File: config.mk
export PLATFORM = sky130hd
export DESIGN_NAME = muldiv_unit
export DESIGN_NICKNAME = d
export VERILOG_FILES = /design/src/rtl/muldiv_unit.sv
export SDC_FILE = /design/constraint.sdc
export NUM_CORES = 1
export LEC_CHECK = 0
export CAP_MARGIN = 20
export CORE_ASPECT_RATIO = 0.7
export CORE_UTILIZATION = 45
export CTS_CLUSTER_DIAMETER = 120
export DETAILED_ROUTE_END_ITERATION = 8
export REMOVE_ABC_BUFFERS = 1
export SLEW_MARGIN = 15
export SYNTH_ARGS = -nofsm -noshare
export SYNTH_HDL_FRONTEND = slang
export SYNTH_SLANG_ARGS = --single-unit
File: constraint.sdc
create_clock -name clk -period 5.54 [get_ports clk]
set_input_delay 0.831 -clock clk [delete_from_list [all_inputs] [get_ports clk]]
set_output_delay 0.831 -clock clk [all_outputs]
set_load 0.05 [all_outputs]
File: src/rtl/muldiv_unit.sv
// ============================================================================
// Module   : muldiv_unit
// Brief    : Iterative RV32M multiply/divide unit (32-step shift-add multiply,
//            restoring divide) with a single-cycle write-back pulse.
// Revision : 1.0
// ============================================================================
`default_nettype none

module muldiv_unit #(
  parameter int XLEN = 32
) (
  input  logic            clk,
  input  logic            reset,
  input  logic            start,
  input  logic [2:0]      funct3,
  input  logic [XLEN-1:0] rs1_data,
  input  logic [XLEN-1:0] rs2_data,
  input  logic [4:0]      rd_addr,
  output logic            busy,
  output logic            done,
  output logic [XLEN-1:0] result,
  output logic [4:0]      rd_out
);

  localparam logic [1:0]      c_IDLE = 2'd0;
  localparam logic [1:0]      c_BUSY = 2'd1;
  localparam logic [1:0]      c_DONE = 2'd2;
  localparam logic [XLEN-1:0] c_ONES = '1;
  localparam logic [XLEN-1:0] c_MIN  = {1'b1, {(XLEN-1){1'b0}}};
  localparam logic [4:0]      c_LAST = 5'd31;

  logic [1:0]        r_state;
  logic [4:0]        r_cnt;
  logic [2:0]        r_op;
  logic              r_neg;
  logic [4:0]        r_rd;
  logic [XLEN-1:0]   r_b;
  logic [2*XLEN-1:0] r_acc;

  logic            w_sdiv, w_s1, w_s2, w_neg, w_div0, w_ovf, w_special;
  logic [XLEN-1:0] w_mag1, w_mag2, w_spec_res;

  always_comb begin
    w_sdiv   = funct3[2] & ~funct3[0];
    w_s1     = rs1_data[XLEN-1] & (w_sdiv | (funct3 == 3'b001) | (funct3 == 3'b010));
    w_s2     = rs2_data[XLEN-1] & (w_sdiv | (funct3 == 3'b001));
    w_mag1   = w_s1 ? -rs1_data : rs1_data;
    w_mag2   = w_s2 ? -rs2_data : rs2_data;
    // Remainder takes the dividend's sign; everything else the XOR of both.
    w_neg    = (funct3[2] & funct3[1]) ? w_s1 : (w_s1 ^ w_s2);
    w_div0   = funct3[2] & (rs2_data == '0);
    w_ovf    = w_sdiv & (rs1_data == c_MIN) & (rs2_data == c_ONES);
    w_special = w_div0 | w_ovf;
    if (w_div0) w_spec_res = funct3[1] ? rs1_data : c_ONES;
    else        w_spec_res = funct3[1] ? '0 : c_MIN;
  end

  logic [XLEN:0]     w_mul_sum, w_rem_sh;
  logic              w_ge;
  logic [XLEN-1:0]   w_rem_sub, w_quot_res, w_rem_res, w_fin;
  logic [2*XLEN-1:0] w_acc_nxt, w_prod;

  always_comb begin
    w_mul_sum = {1'b0, r_acc[2*XLEN-1:XLEN]} + (r_acc[0] ? {1'b0, r_b} : '0);
    // Divide keeps {remainder, quotient} in r_acc; shifted remainder needs a 33rd bit.
    w_rem_sh  = r_acc[2*XLEN-1:XLEN-1];
    w_ge      = (w_rem_sh >= {1'b0, r_b});
    w_rem_sub = w_rem_sh[XLEN-1:0] - r_b;
    if (r_op[2]) w_acc_nxt = {(w_ge ? w_rem_sub : w_rem_sh[XLEN-1:0]), r_acc[XLEN-2:0], w_ge};
    else         w_acc_nxt = {w_mul_sum, r_acc[XLEN-1:1]};
    w_prod     = r_neg ? -w_acc_nxt : w_acc_nxt;
    w_quot_res = r_neg ? -w_acc_nxt[XLEN-1:0] : w_acc_nxt[XLEN-1:0];
    w_rem_res  = r_neg ? -w_acc_nxt[2*XLEN-1:XLEN] : w_acc_nxt[2*XLEN-1:XLEN];
    if (r_op[2])              w_fin = r_op[1] ? w_rem_res : w_quot_res;
    else if (r_op[1:0] == 2'b00) w_fin = w_prod[XLEN-1:0];
    else                      w_fin = w_prod[2*XLEN-1:XLEN];
  end

  assign busy = (r_state != c_IDLE);
  assign done = (r_state == c_DONE);

  always_ff @(posedge clk or posedge reset) begin
    if (reset) begin
      r_state <= c_IDLE;
      r_cnt   <= '0;
      r_op    <= '0;
      r_neg   <= 1'b0;
      r_rd    <= '0;
      r_b     <= '0;
      r_acc   <= '0;
      result  <= '0;
      rd_out  <= '0;
    end else begin
      case (r_state)
        c_IDLE: begin
          if (start) begin
            r_op  <= funct3;
            r_neg <= w_neg;
            r_rd  <= rd_addr;
            r_b   <= w_mag2;
            r_acc <= {{XLEN{1'b0}}, w_mag1};
            r_cnt <= '0;
            if (w_special) begin
              result  <= w_spec_res;
              rd_out  <= rd_addr;
              r_state <= c_DONE;
            end else begin
              r_state <= c_BUSY;
            end
          end
        end
        c_BUSY: begin
          r_acc <= w_acc_nxt;
          r_cnt <= r_cnt + 5'd1;
          if (r_cnt == c_LAST) begin
            result  <= w_fin;
            rd_out  <= r_rd;
            r_state <= c_DONE;
          end
        end
        c_DONE:  r_state <= c_IDLE;
        default: r_state <= c_IDLE;
      endcase
    end
  end

endmodule

`default_nettype wire

==> results.md <==
- Routed Antenna Nets: 0
- Final Setup Violations: 0
- Hold Path Class: reg2reg
- EDFF count, synth: 0
- Dominant cells by area after synthesis: dfrtp_1 23%, a21oi_1 6.8%, ha_1 5.4%
- Area fraction of the dominant cell type after synthesis: 22.7%
- Syn Area/Cell: 7.34 um^2
- CORE AREA: 36000 um^2
- RR Startpoint: r_acc[0]$_DFFE_PP0P_
- Worst r2r dst: result[28]$_DFFE_PP0P_
- Synth-to-Final Area Change: 16.9%
- Std cell rows: 58
- Final hold violation count: 0
- Top cells by count, synth: 228 x nand2_1, 227 x nor2_1, 222 x a21oi_1, 177 x o21ai_0, 149 x dfrtp_1
- Syn Std Cell Area: 16500 um^2
- PD cells: 743 nW/um^2
- Hold_sp: result[14]$_DFFE_PP0P_
- Initial core utilization: 45.7%
- Status: completed
- Power Internal: 0.00607 W
- Clk network pwr share: 9.2%
- Fmax: 184 MHz
- Post-route DRC: 0
- Unrepaired setup endpoints after global routing: false
- CTS tree: built
- Cts-stage hold buffer count: 0
- Grt ovf: 0
- Ant diodes: 0
- Sw frac: 57.6%
- Final wirelength: 74.3 mm
- Power share of the sequential group: 15.2%
- Vias in the first global route: 17100
- Die X: 231 um
- CP max FO: 15
- WL per Instance: 26.1 um
- Final cell count without fillers: 2848
- Initial antenna violation count: 4
- Dominant synthesized flop cell: dfrtp_1
- R2R cell count: 16
- Share of cells above drive strength 1: 9.67%
- Root buf cell: clkbuf_16
- Synthesis-stage register bit count: 149
- Tot GR Track Use: 39.3%
- DRT iter0 DRCs: 2569
- Gate power share: 75.6%
- Required time of the critical path: 5.86 ns
- Mapped Cells: 2241
- Via Count: 18800
- Hold EP: result[14]$_DFFE_PP0P_
- Worst-Skew Late Latency: 0.47 ns
- Number of distinct library cells after synthesis: 100
- Pins Over Slew Limit: 0
- H-tree depth: 4
- P_leak: 7.93 nW
- Hold path cells: 2
- Sw power: 0.00823 W
- Routability Congestion: 1.07
- Setup_tns: 0 ns
- I/O pins: 114
- Sequential share of the synthesized area: 22.7%
- Max-Cap Viols: 0
- WS Path Type: reg2reg
- Synth Warn #: 0
- Die ar.: 37300 um^2
- Largest net degree at the start of global routing: 81
- Worst slew pin tran: 0.987 ns
- Tmin final: 5.44 ns
- DP HPWL: 57.6 mm
- Die Ht: 162 um
- CP arrival: 5.76 ns
- CTS max path bufs: 2
- First-pass GRT wire length: 110 mm
- Clk sinks: 149
- Count leader, synth: nand2_1
- Final Cycle Share: 98.1%
- Peak VDD IR: 0.486 mV
- I/O Buffers: 113
- DRT Pass-1 Iters: 6
- Dpl cells: 2816
- # nets final: 2503
- R2r setup slk: 0.10 ns
- Via density per instance: 6.59
- Clock Skew: 0.0186 ns
- Rel. slew slack: 33.5%
- Async S/R FF share, synth: 100%
- Yosys top cell by area: dfrtp_1
- Endpoint class of the critical path: flip-flop
- Reg clk slew, reported paths: 0.07 ns
- Crit start category: flip-flop
- CTS Buf Count: 17
[per-layer routing]
layer | GRT usage, % | share of wire (%) | up-vias
met5 | 0 | 0.031 | -
met4 | 9.57 | 2.1 | 4
met3 | 13.9 | 14 | 114
met2 | 51.3 | 38 | 1158
met1 | 59.8 | 46 | 9089
li1 | - | - | 8414
[layout by cell type, fill, tap and decap left out, types with 45 or more instances in the layout]
| master | instances |
|---|---|
| a21oi_1 | 222 |
| a31oi_1 | 46 |
| and2_1 | 45 |
| buf_4 | 122 |
| clkdlybuf4s50_1 | 113 |
| dfrtp_1 | 147 |
| ha_1 | 71 |
| inv_1 | 105 |
| nand2_1 | 228 |
| nor2_1 | 227 |
| nor3_1 | 58 |
| o21ai_0 | 175 |
| xnor2_1 | 97 |
| xor2_1 | 64 |
[state kept, by name, summed over array words and instances (netlist names)]
register	cells
r_acc	64
r_b	32
r_cnt	5
r_neg	1
r_op	3
r_rd	5
r_state	2
rd_out	5
result	32
[final cells by class]
cell class                 instances  area, um^2
fill                            3603       16800
clock inverter                    14         188
clock buffer                      18         429
multi-input combinational       1841       11800
tap                              480         601
timing repair buffer             239        2130
sequential                       149        3730
inverter                         107         407
[cell families after synthesis]
logic type      after synthesis  synth area share (%)
compound gates              747                  29.4
flops                       149                  22.7
xor+xnor                    161                  8.57
fa+ha+maj                    73                  5.64
simple gates                804                  23.9
buf+inv                     251                  6.20
mux                          56                  3.57
[power by group through the flow]
stage               logic (W)  clock network (W)  registers, W
floorplan             0.00622                  0       0.00234
global placement       0.0104                  0       0.00214
detailed placement     0.0104                  0       0.00215
CTS                    0.0105            0.00132       0.00213
global route           0.0115            0.00136       0.00221
finish                 0.0108            0.00132       0.00217
[how the worst max path moves through the flow]
stage	from	endpoint	depth (start not counted)
2_1_floorplan	r_op[2]$_DFFE_PP0P_	result[31]$_DFFE_PP0P_	12
3_3_place_gp	r_acc[0]$_DFFE_PP0P_	result[28]$_DFFE_PP0P_	16
3_5_place_dp	r_b[1]$_DFFE_PP0P_	result[30]$_DFFE_PP0P_	19
4_1_cts	r_b[1]$_DFFE_PP0P_	result[30]$_DFFE_PP0P_	19
5_1_grt	r_acc[0]$_DFFE_PP0P_	result[28]$_DFFE_PP0P_	16
6_report	r_acc[0]$_DFFE_PP0P_	result[28]$_DFFE_PP0P_	16
[worst max-delay path, stage by stage (launching register included)]
cell and delay, ns:
dfrtp_1 0.43, buf_4 0.22, and2_1 0.17, ha_1 0.35, a21oi_1 0.35, o211ai_1 0.23
a31oi_1 0.62, nand2_1 0.31, a211o_1 0.35, xnor2_1 0.30, o32ai_1 0.22, nor4_4 0.33
nand4b_1 0.21, or4_1 0.60, o21ai_1 0.29, xor2_1 0.20, o221ai_1 0.12
[what timing repair did]
item,in CTS,in global routing
endpoints found under the setup margin,0,11
endpoints found under the hold margin,0,0
resized for setup,0,4
setup buffers,0,0
[through the flow]
stage / hold WS, ns / total power, W / setup WS, ns / utilization [%] / cell area [um^2]
2_1_floorplan: 0.471 / 0.00857 / -1.64 / - / 15800
3_3_place_gp: 0.453 / 0.0125 / 0.263 / 51.7 / 18600
3_5_place_dp: 0.458 / 0.0125 / 0.280 / 51.7 / 18600
4_1_cts: 0.473 / 0.0139 / 0.258 / 53.4 / 19200
5_1_grt: 0.510 / 0.0150 / 0.00120 / 53.4 / 19200
6_report: 0.472 / 0.0143 / 0.104 / 53.4 / 19200
No activity file was read; power rests on OpenSTA's default activity.
